===== config.mk =====
export PLATFORM = sky130hd
export DESIGN_NAME = nes_pad_reader_flat
export DESIGN_NICKNAME = d
export VERILOG_FILES = /design/src/rtl/nes_pad_reader_pkg.sv /design/src/rtl/nes_pad_reader_if.sv /design/src/rtl/nes_pad_reader_sync2.sv /design/src/rtl/nes_pad_reader.sv /design/src/flat_wrapper.sv
export SDC_FILE = /design/constraint.sdc
export NUM_CORES = 1
export LEC_CHECK = 0
export ABC_AREA = 1
export CAP_MARGIN = 15
export CORE_UTILIZATION = 41
export CTS_BUF_LIST = sky130_fd_sc_hd__clkbuf_4 sky130_fd_sc_hd__clkbuf_8
export DETAILED_ROUTE_END_ITERATION = 10
export GPL_TIMING_DRIVEN = 0
export PLACE_DENSITY_LB_ADDON = 0.2
export SYNTH_ARGS = -nofsm -noshare
export SYNTH_HDL_FRONTEND = slang
export SYNTH_SLANG_ARGS = --single-unit

===== constraint.sdc =====
create_clock -name clk -period 1.6 [get_ports clk]
set_input_delay 0.32 -clock clk [delete_from_list [all_inputs] [get_ports clk]]
set_output_delay 0.32 -clock clk [all_outputs]
set_load 0.02 [all_outputs]

===== src/rtl/nes_pad_reader_pkg.sv =====
// Shared types and constants for the NES pad reader: FSM states and button bit positions.
package nes_pad_pkg;

    localparam int NUM_BITS = 8;
    localparam int IDX_W    = $clog2(NUM_BITS);

    // Bit positions of each button in the published, active-high byte.
    localparam int BTN_A      = 0;
    localparam int BTN_B      = 1;
    localparam int BTN_SELECT = 2;
    localparam int BTN_START  = 3;
    localparam int BTN_UP     = 4;
    localparam int BTN_DOWN   = 5;
    localparam int BTN_LEFT   = 6;
    localparam int BTN_RIGHT  = 7;

    typedef enum logic [2:0] {
        IDLE   = 3'd0,
        LATCH  = 3'd1,
        LOW    = 3'd2,
        HIGH   = 3'd3,
        COMMIT = 3'd4
    } state_t;

endpackage


===== src/rtl/nes_pad_reader_if.sv =====
// Pad pins plus the published button byte; master is the reader, slave is the pad/consumer side.
interface nes_pad_reader_if;
    import nes_pad_pkg::*;

    logic                poll_en;
    logic                nes_data;
    logic                nes_latch;
    logic                nes_clk;
    logic [NUM_BITS-1:0] controller_data;
    logic                data_valid;
    logic                cnt_chg;
    state_t              state;

    // data_valid is a one-cycle strobe with no back-pressure: controller_data is
    // valid and stable from that cycle until the next strobe; cnt_chg only
    // ever rises together with data_valid.
    modport master (
        input  poll_en, nes_data,
        output nes_latch, nes_clk, controller_data, data_valid, cnt_chg, state
    );

    modport slave (
        output poll_en, nes_data,
        input  nes_latch, nes_clk, controller_data, data_valid, cnt_chg, state
    );

endinterface


===== src/rtl/nes_pad_reader_sync2.sv =====
// Two-flop synchronizer with a selectable reset value for asynchronous pad inputs.
module sync2 #(
    parameter logic RST_VAL = 1'b1
) (
    input  logic clk,
    input  logic reset,
    input  logic d,
    output logic q
);

    logic meta;

    always_ff @(posedge clk or negedge reset) begin
        if (!reset) begin
            meta <= RST_VAL;
            q    <= RST_VAL;
        end else begin
            meta <= d;
            q    <= meta;
        end
    end

endmodule


===== src/rtl/nes_pad_reader.sv =====
// Polls a serial NES pad, shifts in 8 active-low buttons and publishes them active-high,
// flagging when the published value changes.
module nes_pad_reader
    import nes_pad_pkg::*;
#(
    parameter int LATCH_CYC = 150,
    parameter int HALF_CYC  = 75,
    parameter int POLL_CYC  = 416667,
    parameter int CNT_W     = 19
) (
    input  logic             clk,
    input  logic             reset,
    nes_pad_reader_if.master bus
);

    localparam logic [CNT_W-1:0] POLL_LAST  = CNT_W'(POLL_CYC - 1);
    localparam logic [CNT_W-1:0] LATCH_LAST = CNT_W'(LATCH_CYC - 1);
    localparam logic [CNT_W-1:0] HALF_LAST  = CNT_W'(HALF_CYC - 1);
    localparam logic [IDX_W-1:0] IDX_LAST   = IDX_W'(NUM_BITS - 1);

    logic                sd;
    logic [CNT_W-1:0]    poll_cnt;
    logic [CNT_W-1:0]    phase;
    logic [IDX_W-1:0]    idx;
    logic [NUM_BITS-1:0] shift;
    state_t              state;
    logic                latch_q;
    logic                nclk_q;
    logic [NUM_BITS-1:0] data_q;
    logic                dv_q;
    logic                chg_q;
    logic                frame_start;

    sync2 #(.RST_VAL(1'b1)) u_sync (
        .clk   (clk),
        .reset (reset),
        .d     (bus.nes_data),
        .q     (sd)
    );

    always_ff @(posedge clk or negedge reset) begin
        if (!reset)                  poll_cnt <= '0;
        else if (poll_cnt == POLL_LAST) poll_cnt <= '0;
        else                         poll_cnt <= poll_cnt + 1'b1;
    end

    // A tick that lands while a frame is running or polling is disabled is simply lost.
    assign frame_start = (poll_cnt == '0) && (state == IDLE) && bus.poll_en;

    always_ff @(posedge clk or negedge reset) begin
        if (!reset) begin
            state   <= IDLE;
            phase   <= '0;
            idx     <= '0;
            shift   <= '1;
            latch_q <= 1'b0;
            nclk_q  <= 1'b0;
            data_q  <= '0;
            dv_q    <= 1'b0;
            chg_q   <= 1'b0;
        end else begin
            dv_q  <= 1'b0;
            chg_q <= 1'b0;
            unique case (state)
                IDLE: begin
                    if (frame_start) begin
                        state   <= LATCH;
                        latch_q <= 1'b1;
                        phase   <= '0;
                        idx     <= '0;
                        shift   <= '1;
                    end
                end
                LATCH: begin
                    if (phase == LATCH_LAST) begin
                        state   <= LOW;
                        latch_q <= 1'b0;
                        phase   <= '0;
                    end else begin
                        phase <= phase + 1'b1;
                    end
                end
                LOW: begin
                    // Sample at the end of the low half, when the pad output has settled longest.
                    if (phase == HALF_LAST) begin
                        phase      <= '0;
                        shift[idx] <= sd;
                        if (idx == IDX_LAST) begin
                            state <= COMMIT;
                        end else begin
                            state  <= HIGH;
                            nclk_q <= 1'b1;
                            idx    <= idx + 1'b1;
                        end
                    end else begin
                        phase <= phase + 1'b1;
                    end
                end
                HIGH: begin
                    if (phase == HALF_LAST) begin
                        state  <= LOW;
                        nclk_q <= 1'b0;
                        phase  <= '0;
                    end else begin
                        phase <= phase + 1'b1;
                    end
                end
                COMMIT: begin
                    data_q <= ~shift;
                    dv_q   <= 1'b1;
                    chg_q  <= (~shift != data_q);
                    state  <= IDLE;
                end
                default: state <= IDLE;
            endcase
        end
    end

    assign bus.nes_latch       = latch_q;
    assign bus.nes_clk         = nclk_q;
    assign bus.controller_data = data_q;
    assign bus.data_valid      = dv_q;
    assign bus.cnt_chg         = chg_q;
    assign bus.state           = state;

endmodule


===== src/flat_wrapper.sv =====
// flat-port wrapper written by rule: the top's interface ports become plain ports
module nes_pad_reader_flat import nes_pad_pkg::*;
#(
    parameter int LATCH_CYC = 150,
    parameter int HALF_CYC  = 75,
    parameter int POLL_CYC  = 416667,
    parameter int CNT_W     = 19
)
  (clk, reset, bus_poll_en, bus_nes_data, bus_nes_latch, bus_nes_clk, bus_controller_data, bus_data_valid, bus_cnt_chg, bus_state);
  nes_pad_reader_if bus_i ();
  input  logic clk;
  input  logic reset;
  input wire logic [$bits(bus_i.poll_en)-1:0] bus_poll_en;
  input wire logic [$bits(bus_i.nes_data)-1:0] bus_nes_data;
  output wire logic [$bits(bus_i.nes_latch)-1:0] bus_nes_latch;
  output wire logic [$bits(bus_i.nes_clk)-1:0] bus_nes_clk;
  output wire logic [$bits(bus_i.controller_data)-1:0] bus_controller_data;
  output wire logic [$bits(bus_i.data_valid)-1:0] bus_data_valid;
  output wire logic [$bits(bus_i.cnt_chg)-1:0] bus_cnt_chg;
  output wire logic [$bits(bus_i.state)-1:0] bus_state;
  assign bus_i.poll_en = bus_poll_en;
  assign bus_i.nes_data = bus_nes_data;
  assign bus_nes_latch = bus_i.nes_latch;
  assign bus_nes_clk = bus_i.nes_clk;
  assign bus_controller_data = bus_i.controller_data;
  assign bus_data_valid = bus_i.data_valid;
  assign bus_cnt_chg = bus_i.cnt_chg;
  assign bus_state = bus_i.state;
  nes_pad_reader #(.LATCH_CYC(LATCH_CYC), .HALF_CYC(HALF_CYC), .POLL_CYC(POLL_CYC), .CNT_W(CNT_W)) u_core (.clk(clk), .reset(reset), .bus(bus_i));
endmodule

* After elaboration in Yosys (flattened, before gate mapping)
Cells that the tools add are included.
** Word-level totals
- Register bits after elaboration :: 66
- Output and inout port bits :: 15
** Cells by class
- Add/subtract/negate cells :: 3
- Magnitude comparators :: 2
- Equality and inequality tests :: 14
- Muxes and demuxes :: 30
- Bitwise logic cells :: 1
- Reductions and logical operators :: 16
** Operators by type and width (number)
- 2-to-1 mux 19 bit :: 4
- one-hot mux 19 bit (3 select lines) :: 1
- adder 19 x 1 -> 19 bit (second input constant) :: 2
- 2-to-1 mux 3 bit :: 8
- equality test 19 bit (second input constant) :: 1
- equality test 19 x 7 -> 1 bit (second input constant) :: 1
- equality test 19 x 8 -> 1 bit (second input constant) :: 1
- logical NOT 19 bit :: 1
- 2-to-1 mux 8 bit :: 2
- one-hot mux 8 bit (2 select lines) :: 1
- one-hot mux 3 bit (4 select lines) :: 1
- AND reduction 4 bit :: 3
- bitwise mux 8 bit :: 1
- 2-to-1 mux 1 bit :: 8
- inequality test 2 x 1 -> 1 bit (second input constant) :: 4
- inequality test 8 bit :: 1
- inverter 8 bit :: 1
- equality test 3 x 2 -> 1 bit (second input constant) :: 2
- equality test 3 bit (second input constant) :: 2
- one-hot mux 3 bit (2 select lines) :: 1
- AND reduction 3 bit :: 2
- nonzero test 2 bit :: 3
- < comparator 3 x 4 -> 1 bit (second input constant) :: 1
- one-hot mux 1 bit (2 select lines) :: 2
- other kinds (10) :: 12

* Longest topological paths before layout
- Word-level depth :: 7
- Gate-level depth with buffers :: 11
- Depth with buffers taken out :: 10

* By module
Synthesis repeated with hierarchy kept, for this count alone.
** Second synthesis, totals
- Cells, all modules :: 541
- Area, all modules :: 4057.6 µm²
** By module, submodules not included
- nes_pad_reader :: times used 1, cells each 539, area each 4005.1 µm², sequential area each 1611.5 µm²
- sync2 :: times used 1, cells each 2, area each 52.6 µm², sequential area each 52.6 µm²

* Worst setup path before layout
OpenSTA, ideal clock, no wires.
- Path type :: register to register
- From :: reg u_core.poll_cnt[0]
- To :: reg u_core.phase[2]
- Setup time :: 124 ps
- Arrival time :: 1308 ps
- Required time :: 1476 ps
- Setup slack :: 168 ps
- Stages on the path, launching flop included :: 11
- Clock period less this slack :: 1432 ps
- Cells stage by stage :: dfrtp_1 > inv_1 > ha_1 > nand3_1 > nor2_4 > nand3_4 > nand2_4 > inv_2 > buf_6 > nand2_2 > nand3_1
** On the way
- Longest elaborated chain between the ends :: 5
** RTL lines
- start, declared :: line nes_pad_reader.sv:22 : logic [CNT_W-1:0] poll_cnt;
- start signal, assigned :: line nes_pad_reader.sv:44 : else poll_cnt <= poll_cnt + 1'b1;
- logical NOT 19 bit :: line nes_pad_reader.sv:48 : assign frame_start = (poll_cnt == '0) && (state == IDLE) && bus.poll_en;
- logical AND 1 bit (2 in series) :: line nes_pad_reader.sv:48
- inequality test 2 x 1 -> 1 bit (no source line)
- AND reduction 2 bit (no source line)
- end signal, assigned :: line nes_pad_reader.sv:80 : phase <= phase + 1'b1;
- end signal, assigned :: line nes_pad_reader.sv:96 : phase <= phase + 1'b1;
- end signal, assigned :: line nes_pad_reader.sv:105 : phase <= phase + 1'b1;
- end, declared :: line nes_pad_reader.sv:23 : logic [CNT_W-1:0] phase;
Every way passes these cells.
A chain may end at the register's enable or synchronous reset.

* Worst setup path after layout
- From :: reg u_core.poll_cnt[4]
- To :: reg u_core.poll_cnt[3]
** On the way
- Longest elaborated chain between the ends :: 2
** RTL lines
- equality test 19 bit :: line nes_pad_reader.sv:43 : else if (poll_cnt == POLL_LAST) poll_cnt <= '0;
- 2-to-1 mux 19 bit :: line nes_pad_reader.sv:43
Every way passes these cells.

==> summary.txt <==
STA
  • # setup viols final: 0
  • Fmax: 0.648 GHz
  • Hold Vio Cnt, Final: 0
  • Max-slew violations: 0
  • Period utilisation layout: 0.965
  • Slew margin rel.: 0.445
  • Minimum clock period: 1540 ps
  • Fin Clk Skew: approximately 10 ps
  • Worst Tran Pin Value: around 830 ps
  • Final WS setup: 56.5 ps

CTS
  • Clock sinks: 66
  • Worst-skew pair later-pin latency: 360 ps
  • CTS Buf Count: 9
  • Max Root-Sink Buffers: 2
  • Hold buffer count at cts: 0
  • TritonCTS clock tree: built
  • Clock slew at reported path FFs: 70 ps
  • Maximum level of the CTS H-tree: 3
  • Root cell of the clock tree: clkbuf_8

Logic synthesis
  • Async SR Flop Fraction: 1.00
  • Cell area after synthesis: 0.00419 mm²
  • Cell variety after synth: 39
  • Synth Instances: about 550
  • Synthesized area per cell: 7.65 µm²
  • Seq/Total Area, Yosys: 0.397
  • Synth Warn #: 0
  • Post-synth EDFFs: 0
  • Yosys reg bits: 66
  • Top_reg_cell synth: dfrtp_1
  • Syn_nets: between 500 and 600

Finish
  • Layout Nets: 609
  • Reg area: around 0.0017 mm²
  • Multi-input logic area: between 0.002 and 0.0025 mm²
  • Antenna cells: 0
  • Fillers: just over 1000
  • Ratio of cells with drive above 1 in the final layout: 0.249
  • Area grow syn2layout: 18.9%

Floorplanning
  • Die height: 103 µm
  • Die ar.: 0.0106 mm²
  • IO Pins: 19
  • Core Region: 0.00982 mm²
  • Initial Util: 0.427
  • Die outline width: about 100 µm
  • Rows: 36

Route
  • Post-route DRC: 0
  • WL per Instance: 12.9 µm
  • Via count: 3730
  • TritonRoute pass-1 iters: 5
  • Vias per cell: 5.07
  • Wirelength, routed: ~9.5 mm
  • Drt first-iter violations: 165
  • Post-route ant nets: 0

Pwr
  • Leakage: ~0.0023 µW
  • Design Power: around 3000 µW
  • Max VDD drop: 0.298 mV
  • Pwr/cell area: 607 mW/mm²

Placed design
  • Hpwl dp: 6.69 mm
  • Port bufs: 18
  • Final Wtd Congestion: 0.854
  • Dpl ws: -250 ps

Global routing
  • Vias in the first global route: 3412
  • Initial antenna violation count: 0
  • GRT Resource Usage Total: 0.195
  • Largest net degree at the start of global routing: 67
  • Remaining global-route overflow: 0
  • Global-route wire length before repair: 16.0 mm

Worst setup path
  • Crit path launch type: register
  • Arrival time worst endpoint: 1790 ps
  • Crit path kind: register to register
  • Reg-to-reg slack, setup: 60 ps
  • R2R depth: 5
  • Cells along the critical path: nand2_2 > nor4_1 > nand3_1 > o21ai_0 > nor2_1
  • Critical-path maximum fanout: 5
  • CP Data Required Time: 1850 ps
  • Max stage delay on crit path: 440 ps
  • Critical path's slowest cell: dfrtp_1
  • Critical R2R Launch: u_core.poll_cnt[4]
  • Critical Path End Type: register
  • R2R Path End: u_core.poll_cnt[3]

Run status
  • Status: finished, final reports clean

Run
  • Max Cap Violations: 0

Hold path
  • Hold crit path type: input port to asynchronous set/reset pin
cell families after synthesis:
group / after synthesis / share of synthesized area
flip-flops: 66 / 0.397
adder cells (fa/ha/maj): 8 / 0.0239
buffers and inverters: 74 / 0.0785
XOR/XNOR: 18 / 0.0376
AO/OA/AOI/OAI: 48 / 0.0633
AND/OR/NAND/NOR: 334 / 0.400
cells in the mapped netlist (5+ instances only):
cell type / count / area [µm²]
xnor2_1: 7 / 61.3
nand2_1: 140 / 526
nor2_1: 48 / 180
nor2_2: 11 / 68.8
a21oi_1: 7 / 35.0
o21ai_0: 23 / 115
nor2_4: 9 / 101
inv_2: 7 / 26.3
o21ai_1: 8 / 40.0
nand4_1: 10 / 62.6
o211ai_1: 7 / 52.6
nand3_2: 5 / 50.1
inv_1: 54 / 203
xor2_1: 11 / 96.3
dfrtp_1: 56 / 1400
nand2_4: 5 / 56.3
ha_1: 8 / 100
nor3_1: 20 / 100
nand3_1: 56 / 280
nand2_2: 17 / 106
dfstp_2: 10 / 263
layout make-up:
| cell class | count | area share |
|---|---|---|
| sequential | 66 | 0.336 |
| multi-input combinational | 409 | 0.468 |
| timing repair buffer | 38 | 0.0628 |
| buffer | 10 | 0.0148 |
| clock buffer | 12 | 0.0306 |
| clock inverter | 4 | 0.00552 |
| inverter | 63 | 0.0494 |
| tap | 133 | 0.0334 |
where the power goes:
group / total, µW / internal (µW) / switching [µW]
combinational: 46.8 / 8.56 / 38.2
sequential: 1670 / 1670 / 0.637
clock: 1310 / 636 / 670
total: 3030 / 2320 / 709
worst max-delay path, delay by kind of cell (launching register included):
kind            cells  cell delay [ps]
simple gates        4              850
flops               1              440
compound gates      1              150
per-layer routing:
metal | global-route usage | part of all wire | routed length, µm
met3 | 0.0264 | 0.033 | 315
met1 | 0.253 | 0.47 | 4420
met5 | 0 | 0 | 0
met2 | 0.322 | 0.48 | 4550
met4 | 0.0943 | 0.021 | 198
worst max-delay path by stage:
stage,from,depth (start not counted),end,slack (ps)
3_5_place_dp,bus_poll_en,9,u_core.phase[3],-250
5_1_grt,u_core.poll_cnt[4],5,u_core.poll_cnt[3],-60
6_report,u_core.poll_cnt[4],5,u_core.poll_cnt[3],60
3_3_place_gp,reset,1,u_core.poll_cnt[14],-2130
4_1_cts,u_core.poll_cnt[0],10,u_core.phase[3],5
2_1_floorplan,u_core.poll_cnt[0],10,u_core.phase[2],170
sequential cells by signal, summed over array words and instances, names as in the netlist:
name,count
u_core.bus.cnt_chg,1
u_core.poll_cnt,19
u_core.bus.nes_latch,1
u_core.bus.controller_data,8
u_core.bus.state,3
u_core.bus.data_valid,1
u_core.idx,3
u_core.u_sync.q,1
u_core.phase,19
u_core.bus.nes_clk,1
u_core.u_sync.meta,1
u_core.shift,8
stage by stage:
stage	hold WS, ps	cells	TNS [ps]	utilization	cell area [µm²]
detailed placement	348	699	-3910	0.462	4540
finish	70.1	735	0	0.508	4980
global route	158	735	-153	0.508	4980
CTS	110	717	0	0.482	4740
global placement	346	699	-136370	0.462	4540
floorplan	24.4	548	0	-	4190
placed cells by master, fill, tap and decap left out, types with 8 or more instances in the layout:
master and n:
dfstp_2 10, xor2_1 11, inv_1 49, buf_4 23
dfrtp_1 48, nand4_1 10, nor2_4 10, nor3_1 19
nand2_2 18, nor2_2 14, clkbuf_8 10, o21ai_0 23
dlygate4sd2_1 15, nand2_1 138, nand3_1 55, inv_2 11
dfrtp_2 8, nor2_1 44
timing repair:
item,CTS,global route
resized for setup,22,32
cloned,0,1
setup endpoints to repair,28,40
buffers inserted,2,18
pin swaps,1,11
(Power assumes the default switching activity.)
